<file path="config.mk">
export PLATFORM = sky130hd
export DESIGN_NAME = lsu_sequencer
export DESIGN_NICKNAME = d
export VERILOG_FILES = /design/src/rtl/lsu_sequencer.sv
export SDC_FILE = /design/constraint.sdc
export NUM_CORES = 1
export LEC_CHECK = 0
export ABC_AREA = 1
export BUFFER_PORTS_ARGS = -buffer_cell sky130_fd_sc_hd__buf_4
export CAP_MARGIN = 20
export CELL_PAD_IN_SITES_DETAIL_PLACEMENT = 1
export CELL_PAD_IN_SITES_GLOBAL_PLACEMENT = 1
export CORE_ASPECT_RATIO = 0.7
export CORE_UTILIZATION = 33
export CTS_CLUSTER_SIZE = 28
export DETAILED_ROUTE_END_ITERATION = 16
export PLACE_DENSITY = 0.74
export SYNTH_ARGS = -nofsm -noshare
export SYNTH_HDL_FRONTEND = slang
export SYNTH_SLANG_ARGS = --single-unit
</file>
<file path="constraint.sdc">
create_clock -name clk -period 1.5 [get_ports clk]
set_input_delay 0.225 -clock clk [delete_from_list [all_inputs] [get_ports clk]]
set_output_delay 0.225 -clock clk [all_outputs]
set_load 0.02 [all_outputs]
</file>
<file path="src/rtl/lsu_sequencer.sv">
// Load/store sequencer in front of a one-word-per-access big-endian data memory.
// Ports: req_* (execute-stage request), resp_* (completion), mem_* (data_memory side).
module lsu_sequencer #(
  parameter int ADDR_W = 10,
  parameter int DATA_W = 64
) (
  input  logic              clk,
  input  logic              rst,
  input  logic              req_valid,
  output logic              req_ready,
  input  logic              req_write,
  input  logic [1:0]        req_size,
  input  logic              req_unsigned,
  input  logic [ADDR_W-1:0] req_address,
  input  logic [DATA_W-1:0] req_writeData,
  output logic              resp_valid,
  output logic [DATA_W-1:0] resp_dataRead,
  output logic              resp_error,
  output logic [ADDR_W-1:0] mem_address,
  output logic [DATA_W-1:0] mem_writeData,
  output logic              mem_memRead,
  output logic              mem_memWrite,
  input  logic [DATA_W-1:0] mem_dataRead
);

  typedef enum logic [2:0] {
    IDLE, RD_A, RD_B, WR, RESP
  } state_t;

  state_t              state;
  logic                half_sel;
  logic                wr_q;
  logic [1:0]          size_q;
  logic                uns_q;
  logic [ADDR_W-1:0]   addr_q;
  logic [DATA_W-1:0]   wdata_q;
  logic [31:0]         hi_q;

  logic                misal;
  logic [ADDR_W-1:0]   word_addr;
  logic [ADDR_W-1:0]   addr_lo;
  logic [31:0]         rd_word;
  logic [7:0]          lane8;
  logic [15:0]         lane16;
  logic [31:0]         byte_m;
  logic [31:0]         half_m;
  logic [31:0]         merged;
  logic [63:0]         load_ext;
  logic                sx;
  logic                unused_hi;

  assign req_ready = (state == IDLE) & ~rst;
  assign word_addr = {req_address[ADDR_W-1:2], 2'b00};
  assign addr_lo   = {addr_q[ADDR_W-1:2], 2'b00} + ADDR_W'(4);
  assign rd_word   = mem_dataRead[31:0];
  assign unused_hi = ^mem_dataRead[DATA_W-1:32];
  assign sx        = ~uns_q;

  always_comb begin
    misal = 1'b0;
    unique case (req_size)
      2'b01:   misal = req_address[0];
      2'b10:   misal = |req_address[1:0];
      2'b11:   misal = |req_address[2:0];
      default: misal = 1'b0;
    endcase
  end

  // Lane pick for loads and lane replace for sub-word stores.
  always_comb begin
    lane8  = 8'h0;
    byte_m = rd_word;
    half_m = rd_word;
    unique case (addr_q[1:0])
      2'd0: begin lane8 = rd_word[31:24]; byte_m[31:24] = wdata_q[7:0]; end
      2'd1: begin lane8 = rd_word[23:16]; byte_m[23:16] = wdata_q[7:0]; end
      2'd2: begin lane8 = rd_word[15:8];  byte_m[15:8]  = wdata_q[7:0]; end
      default: begin lane8 = rd_word[7:0]; byte_m[7:0] = wdata_q[7:0]; end
    endcase
    if (addr_q[1]) begin
      lane16       = rd_word[15:0];
      half_m[15:0] = wdata_q[15:0];
    end else begin
      lane16        = rd_word[31:16];
      half_m[31:16] = wdata_q[15:0];
    end
    unique case (size_q)
      2'b00: begin
        load_ext = {{56{sx & lane8[7]}}, lane8};
        merged   = byte_m;
      end
      2'b01: begin
        load_ext = {{48{sx & lane16[15]}}, lane16};
        merged   = half_m;
      end
      default: begin
        load_ext = {{32{sx & rd_word[31]}}, rd_word};
        merged   = rd_word;
      end
    endcase
  end

  always_ff @(posedge clk) begin
    if (rst) begin
      state         <= IDLE;
      half_sel      <= 1'b0;
      wr_q          <= 1'b0;
      size_q        <= 2'b00;
      uns_q         <= 1'b0;
      addr_q        <= '0;
      wdata_q       <= '0;
      hi_q          <= '0;
      resp_valid    <= 1'b0;
      resp_dataRead <= '0;
      resp_error    <= 1'b0;
      mem_address   <= '0;
      mem_writeData <= '0;
      mem_memRead   <= 1'b0;
      mem_memWrite  <= 1'b0;
    end else begin
      unique case (state)
        IDLE: begin
          if (req_valid) begin
            wr_q     <= req_write;
            size_q   <= req_size;
            uns_q    <= req_unsigned;
            addr_q   <= req_address;
            wdata_q  <= req_writeData;
            half_sel <= 1'b0;
            if (misal) begin
              state         <= RESP;
              resp_valid    <= 1'b1;
              resp_error    <= 1'b1;
              resp_dataRead <= '0;
            end else if (req_write && req_size[1]) begin
              // Word and double stores need no read; double starts hi.
              state        <= WR;
              mem_memWrite <= 1'b1;
              mem_address  <= word_addr;
              mem_writeData <= req_size[0]
                ? DATA_W'(req_writeData[63:32])
                : DATA_W'(req_writeData[31:0]);
            end else begin
              state       <= RD_A;
              mem_memRead <= 1'b1;
              mem_address <= word_addr;
            end
          end
        end
        RD_A: state <= RD_B;
        RD_B: begin
          if (wr_q) begin
            state         <= WR;
            mem_memRead   <= 1'b0;
            mem_memWrite  <= 1'b1;
            mem_writeData <= DATA_W'(merged);
          end else if (size_q == 2'b11 && !half_sel) begin
            hi_q        <= rd_word;
            half_sel    <= 1'b1;
            mem_address <= addr_lo;
            state       <= RD_A;
          end else begin
            mem_memRead <= 1'b0;
            mem_address <= '0;
            state       <= RESP;
            resp_valid  <= 1'b1;
            resp_dataRead <= (size_q == 2'b11)
              ? DATA_W'({hi_q, rd_word})
              : DATA_W'(load_ext);
          end
        end
        WR: begin
          if (size_q == 2'b11 && !half_sel) begin
            half_sel      <= 1'b1;
            mem_address   <= addr_lo;
            mem_writeData <= DATA_W'(wdata_q[31:0]);
          end else begin
            mem_memWrite  <= 1'b0;
            mem_address   <= '0;
            mem_writeData <= '0;
            state         <= RESP;
            resp_valid    <= 1'b1;
            resp_dataRead <= '0;
          end
        end
        RESP: begin
          state         <= IDLE;
          half_sel      <= 1'b0;
          resp_valid    <= 1'b0;
          resp_error    <= 1'b0;
          resp_dataRead <= '0;
        end
        default: state <= IDLE;
      endcase
    end
  end

endmodule

</file>
Word level (Yosys, flattened, before mapping)
Index checks and enable logic that the tools add are counted.
- add/sub/neg operators: 1
- equality and inequality tests: 21
- mux-type cells: 58
- bitwise gates (word level): 7
- reduce and logical (&&, ||, !) cells: 24
- operators by type and width (cell ; number):
    $mux 64 ; 10
    $pmux 64 s4 ; 1
    $pmux 64 s3 ; 1
    $pmux 64 s2 ; 1
    $mux 32 ; 2
    $pmux 32 s2 ; 1
    $mux 16 ; 3
    $mux 10 ; 4
    $mux 8 ; 4
    $pmux 10 s3 ; 1
    $pmux 8 s3 ; 1
    $mux 1 ; 16
    $ne 2x2->1 const B ; 8
    $mux 3 ; 5
    $pmux 3 s4 ; 1
    $reduce_and 6->1 ; 2
    $add 10x3->10 const B ; 1
    $reduce_and 5->1 ; 2
    $reduce_and 3->1 ; 3
    $eq 2x2->1 const B ; 4
    $pmux 1 s4 ; 2
    $reduce_and 4->1 ; 2
    $eq 2x1->1 const B ; 3
    $eq 3x2->1 const B ; 2
    other kinds (19) ; 31
- register bits after elaboration: 224
- input port bits: 145
- output and inout bits: 143
- word-level logic and storage cells: 126

Longest topological paths before layout
- depth after elaboration: 8
- depth in mapped cells: 12
- mapped depth without buffers: 11

Worst setup path after synthesis
OpenSTA, ideal clock, no wires.
- path type: register to register
- from: register addr_q[0]
- to: register resp_dataRead[33]
- setup time: 70 ps
- arrival time: 1506 ps
- data required time: 1430 ps
- path slack: -76 ps
- stages on the path, launching flop included: 12
- path buffers: 2
- period minus slack after synthesis: 1576 ps
- cells stage by stage: dfxtp_1 -> clkbuf_2 -> nor2_2 -> nand2_1 -> nand3_1 -> nand3_2 -> nand2_4 -> nand2_1 -> nand2_2 -> buf_6 -> nand2_1 -> a21oi_1
- word-level cells in the longest chain between the ends: 8
- elaborated cells between the ends (all ways): 10
- those cells by class: eq/ne: 2; mux: 6; bitwise: 1; reduce/logical: 1
- ends and longest elaborated chain (item ; line ; text):
    from (decl) ; 35 ; logic [ADDR_W-1:0] addr_q;
    from (signal assigned) ; 127 ; addr_q <= req_address;
    $eq 2x2->1, or another cell as far along ; 74 ; unique case (addr_q[1:0])
    $pmux 8 s3 * ; 74 ;
    $and 1x1->1 * ; 89 ; load_ext = {{56{sx & lane8[7]}}, lane8};
    $pmux 64 s2 * ; 87 ; unique case (size_q)
    $mux 64 * ; 168 ; ? DATA_W'({hi_q, rd_word})
    $mux 64 * ; 157 ; end else if (size_q == 2'b11 && !half_sel) begin
    $mux 64 * ; 152 ; if (wr_q) begin
    $pmux 64 s4 * ; 121 ; unique case (state)
    to (signal assigned) ; 167 ; resp_dataRead <= (size_q == 2'b11)
    to (decl) ; 17 ; output logic [DATA_W-1:0] resp_dataRead,
Mark *: on every way between the ends. The rest lies on a longest branch, timed or not. The select of a mux whose other input is x is not followed.
A chain may end at the register's enable or synchronous reset.

Worst setup path in the final report
- from: register state[0]
- to: register mem_writeData[22]
- word-level cells in the longest chain between the ends: 3
- elaborated cells between the ends (all ways): 10
- those cells by class: eq/ne: 6; mux: 1; reduce/logical: 3
- ends and longest elaborated chain (item ; line ; text):
    from (decl) ; 30 ; state_t state;
    from (signal assigned) ; 105 ; state <= IDLE;
    from (signal assigned) ; 131 ; state <= RESP;
    from (signal assigned) ; 137 ; state <= WR;
    $eq 3x2->1 / $logic_not 3->1 (equally long branches) ; 121 ;
    $ne 2x2->1 (no source line), or another cell as far along ; n/a ;
    $reduce_and 5->1 (no source line) ; n/a ;
    to (signal assigned) ; 140 ; mem_writeData <= req_size[0]
    to (signal assigned) ; 156 ; mem_writeData <= DATA_W'(merged);
    to (signal assigned) ; 176 ; mem_writeData <= DATA_W'(wdata_q[31:0]);
    to (decl) ; 20 ; output logic [DATA_W-1:0] mem_writeData,
Parallel ways exist; a longest one is shown, timed or not.

==> summary.md <==
| Metric | Value |
|---|---|
| I/O pins | 288 |
| DR DRC count | 0 |
| Largest net degree at the start of global routing | 68 |
| Die extent in y | 148 µm |
| Layout cells sized above 1 | 34.6% |
| Slew HR | 65.2% |
| Final setup fails | 187 |
| Core area | 30,000 µm² |
| Routed vias | 12,706 |
| Hold Path Cell Cnt | 3 |
| Critical path data required time | 1.85 ns |
| CTS tree | yes |
| Synth Flop Type | dfxtp_1 |
| Unrepaired setup endpoints after global routing | yes |
| CTS buffer count | 17 |
| Vias in the first global route | 11,928 |
| Mapped cell area | 10,100 µm² |
| Slowest stage delay, CP | 0.37 ns |
| FP Rows | 53 |
| Fin area | 15,600 µm² |
| CP max-delay cell | dfxtp_4 |
| Syn Inst Count | 1,547 |
| Lkg Pwr | 6.68 nW |
| Total chip power | 18.9 mW |
| Hold buffers post-CTS | 0 |
| Final Hold Viols | 0 |
| Root Driver | clkbuf_16 |
| Num Clock Sinks | 190 |
| Number of max-cap violations | 0 |
| R2R Path Start | state[0] |
| Wirelength per Cell | 22.7 µm |
| Detailed router's first-iteration violation count | 1,161 |
| Avg Cell Area, Syn | 6.53 µm² |
| Clock Skews | 0.0101 ns |
| H-tree levels | 4 |
| Share of the synthesized area in the top cell type | 37.6% |
| Die W | 211 µm |
| Post-synthesis sequential area ratio | 37.6% |
| Hold Path Origin | req_writeData[3] |
| Area Growth Syn to Fin | 53.9% |
| Worst path cell trace | buf_4 -> nor2_4 -> nand2_4 -> inv_6 -> nand3_4 -> nand3_4 -> nor2_4 -> buf_12 -> nand2_8 -> clkbuf_16 -> nand2_1 -> nand2_1 -> nor2_1 |
| Upper clock frequency limit | 526 MHz |
| VDD IR max | 643 µV |
| Final setup margin | -0.400 ns |
| Crit path launch type | register |
| Multi-input logic area | 6020 µm² |
| EDFF count, synth | 0 |
| Fraction of registers with async set/reset | 0% |
| Final period utilization | 127% |
| #FFs+latches synth | 190 |
| Ys Warns | 0 |
| Setup crit start | state[0] |
| Initial core utilization | 33.6% |
| Initial antenna violation count | 4 |
| Final critical-path required period | 1.90 ns |
| Netlist cell types | 34 |
| Grt total ovfl | 0 |
| Reg clk slew, reported paths | 0.08 ns |
| CTS max path bufs | 2 |
| Finished Core Util | 51.8% |
| Least-Margin Pin Slew | 0.523 ns |
| Post-Place Setup Slack | -0.305 ns |
| Drt via density | 5.46 |
| DRT Pass-1 Iters | 5 |
| Max-slew violation count | 0 |
| Pwr per Cell Area | 1210 nW/µm² |
| DRT antenna net count | 0 |
| First-pass GRT wire length | 70,700 µm |
| Worst Path Max Fanout | 8 |
| Cell taking the most area after synthesis | dfxtp_1 |
| # fillers | 3,748 |
| Synth top area cells | dfxtp_1 38%, nand2_1 11%, o21ai_0 8.8% |
| CP Data Arrival Time | 2.25 ns |
| Status | complete, but fails checks |
| Final #Nets | 2,046 |
| Path depth of the worst reg2reg path | 13 |
| HPWL after detailed placement | 35,000 µm |
| Violated checks | negative setup slack |
| Routed wire length | 52,900 µm |
| Die area | 31,300 µm² |
| GPL Wtd Cong | 0.964 |
| GR Util All Layers | 29.9% |
| Cell Area, Placed | 13,300 µm² |
| IO buf count | 221 |
| Worst skew pair latency | 0.46 ns |
| Hold WC Path Type | primary input to register |
| Setup TNS | -36.23 ns |
| FF/Latch Area | 3820 µm² |
| CP Capture Type | register |
| CP Class | register to register |
==> worst paths after layout <==
check / slack (ns) / endpoint
setup / recovery: -0.40 / mem_writeData[22]
hold / removal: 0.05 / wdata_q[3]
setup reg to reg: -0.40 / mem_writeData[22]
hold reg to reg: 0.46 / wdata_q[28]
==> cell usage after synthesis (2+ instances only) <==
master	number
nor2_1	220
o211ai_1	90
nand3_2	2
nand3_1	98
inv_2	7
a21oi_1	171
buf_1	5
inv_1	104
buf_6	3
o21ai_0	178
clkbuf_1	70
dfxtp_1	190
buf_2	30
o221ai_1	2
o21ai_1	2
nand2_2	4
nand2_1	309
o21a_1	3
buf_4	36
nor3_1	3
nor2_2	7
==> cells by family (layout without fill, tap and decap cells) <==
family,Yosys count,count (layout),share of synthesized area [%]
XOR/XNOR,2,2,0.173
buffers and inverters,257,586,11.5
AND/OR/NAND/NOR,646,647,25.8
adder cells (fa/ha/maj),1,1,0.124
other,1,39,0.0371
AO/OA/AOI/OAI,450,450,24.7
flip-flops,190,190,37.6
==> layout by cell type (no fill, tap or decap), types with 6 or more instances in the layout <==
cell,netlist,layout
a21oi_1,171,141
a21oi_2,0,27
buf_12,0,23
buf_16,0,6
buf_4,36,374
buf_6,3,19
buf_8,0,8
clkbuf_16,0,31
conb_1,1,34
dfxtp_1,190,183
inv_1,104,96
inv_2,7,10
nand2_1,309,283
nand2_2,4,23
nand2_4,1,6
nand3_1,98,81
nand3_2,2,13
nand3_4,0,6
nor2_1,220,179
nor2_2,7,28
nor2_4,1,21
o211ai_1,90,90
o21ai_0,178,123
o21ai_1,2,22
o21ai_2,0,33
==> metrics by stage <==
| step | instances | hold slack [ns] |
|---|---|---|
| finish | 2327 | 0.0450 |
| global route | 2325 | 0.0457 |
| CTS | 2292 | 0.0514 |
| detailed placement | 2244 | 0.447 |
| global placement | 2244 | 0.438 |
| floorplan | 1580 | 0.360 |
==> power by group <==
group	switching, mW	internal [mW]	leakage [nW]
combinational	4.68	3.35	4.85
clock	2.20	2.70	0.277
sequential	0.404	5.57	1.55
==> routing by layer <==
metal  share of wire [%]  GRT usage (%)  vias to the layer above
met5                   0              0                        -
met4                 2.8           10.8                        0
met3                 9.9           7.18                      100
met2                  44           44.6                      642
met1                  43           41.7                     6184
li1                    -              -                     5780
==> layout make-up <==
cell class / instances / area share [%]
inverters: 112 / 2.84
diodes: 5 / 0.0804
flip-flops and latches: 190 / 24.6
multi-input cells: 1134 / 38.7
repair buffers: 445 / 26.7
well taps: 412 / 3.31
clock buffers: 20 / 2.94
clock inverters: 9 / 0.885
==> sequential cells by signal, indices dropped and copies added, names as in the netlist, 2 cells and up <==
| register | cells |
|---|---|
| size_q | 2 |
| mem_writeData | 32 |
| hi_q | 32 |
| state | 3 |
| mem_address | 8 |
| resp_dataRead | 64 |
| addr_q | 10 |
| wdata_q | 32 |
==> critical path: cells and delay by family, from the launching register on <==
family | cells | cell delay, ns
DFF | 1 | 0.37
buffers and inverters | 4 | 0.57
and+or+nand+nor | 9 | 0.83
==> timing repair <==
item,CTS,global route
gates cloned,7,19
setup buffers,12,13
endpoints found under the setup margin,171,184
pin swaps,10,41
resized for setup,105,198
No activity file was read; power rests on OpenSTA's default activity.
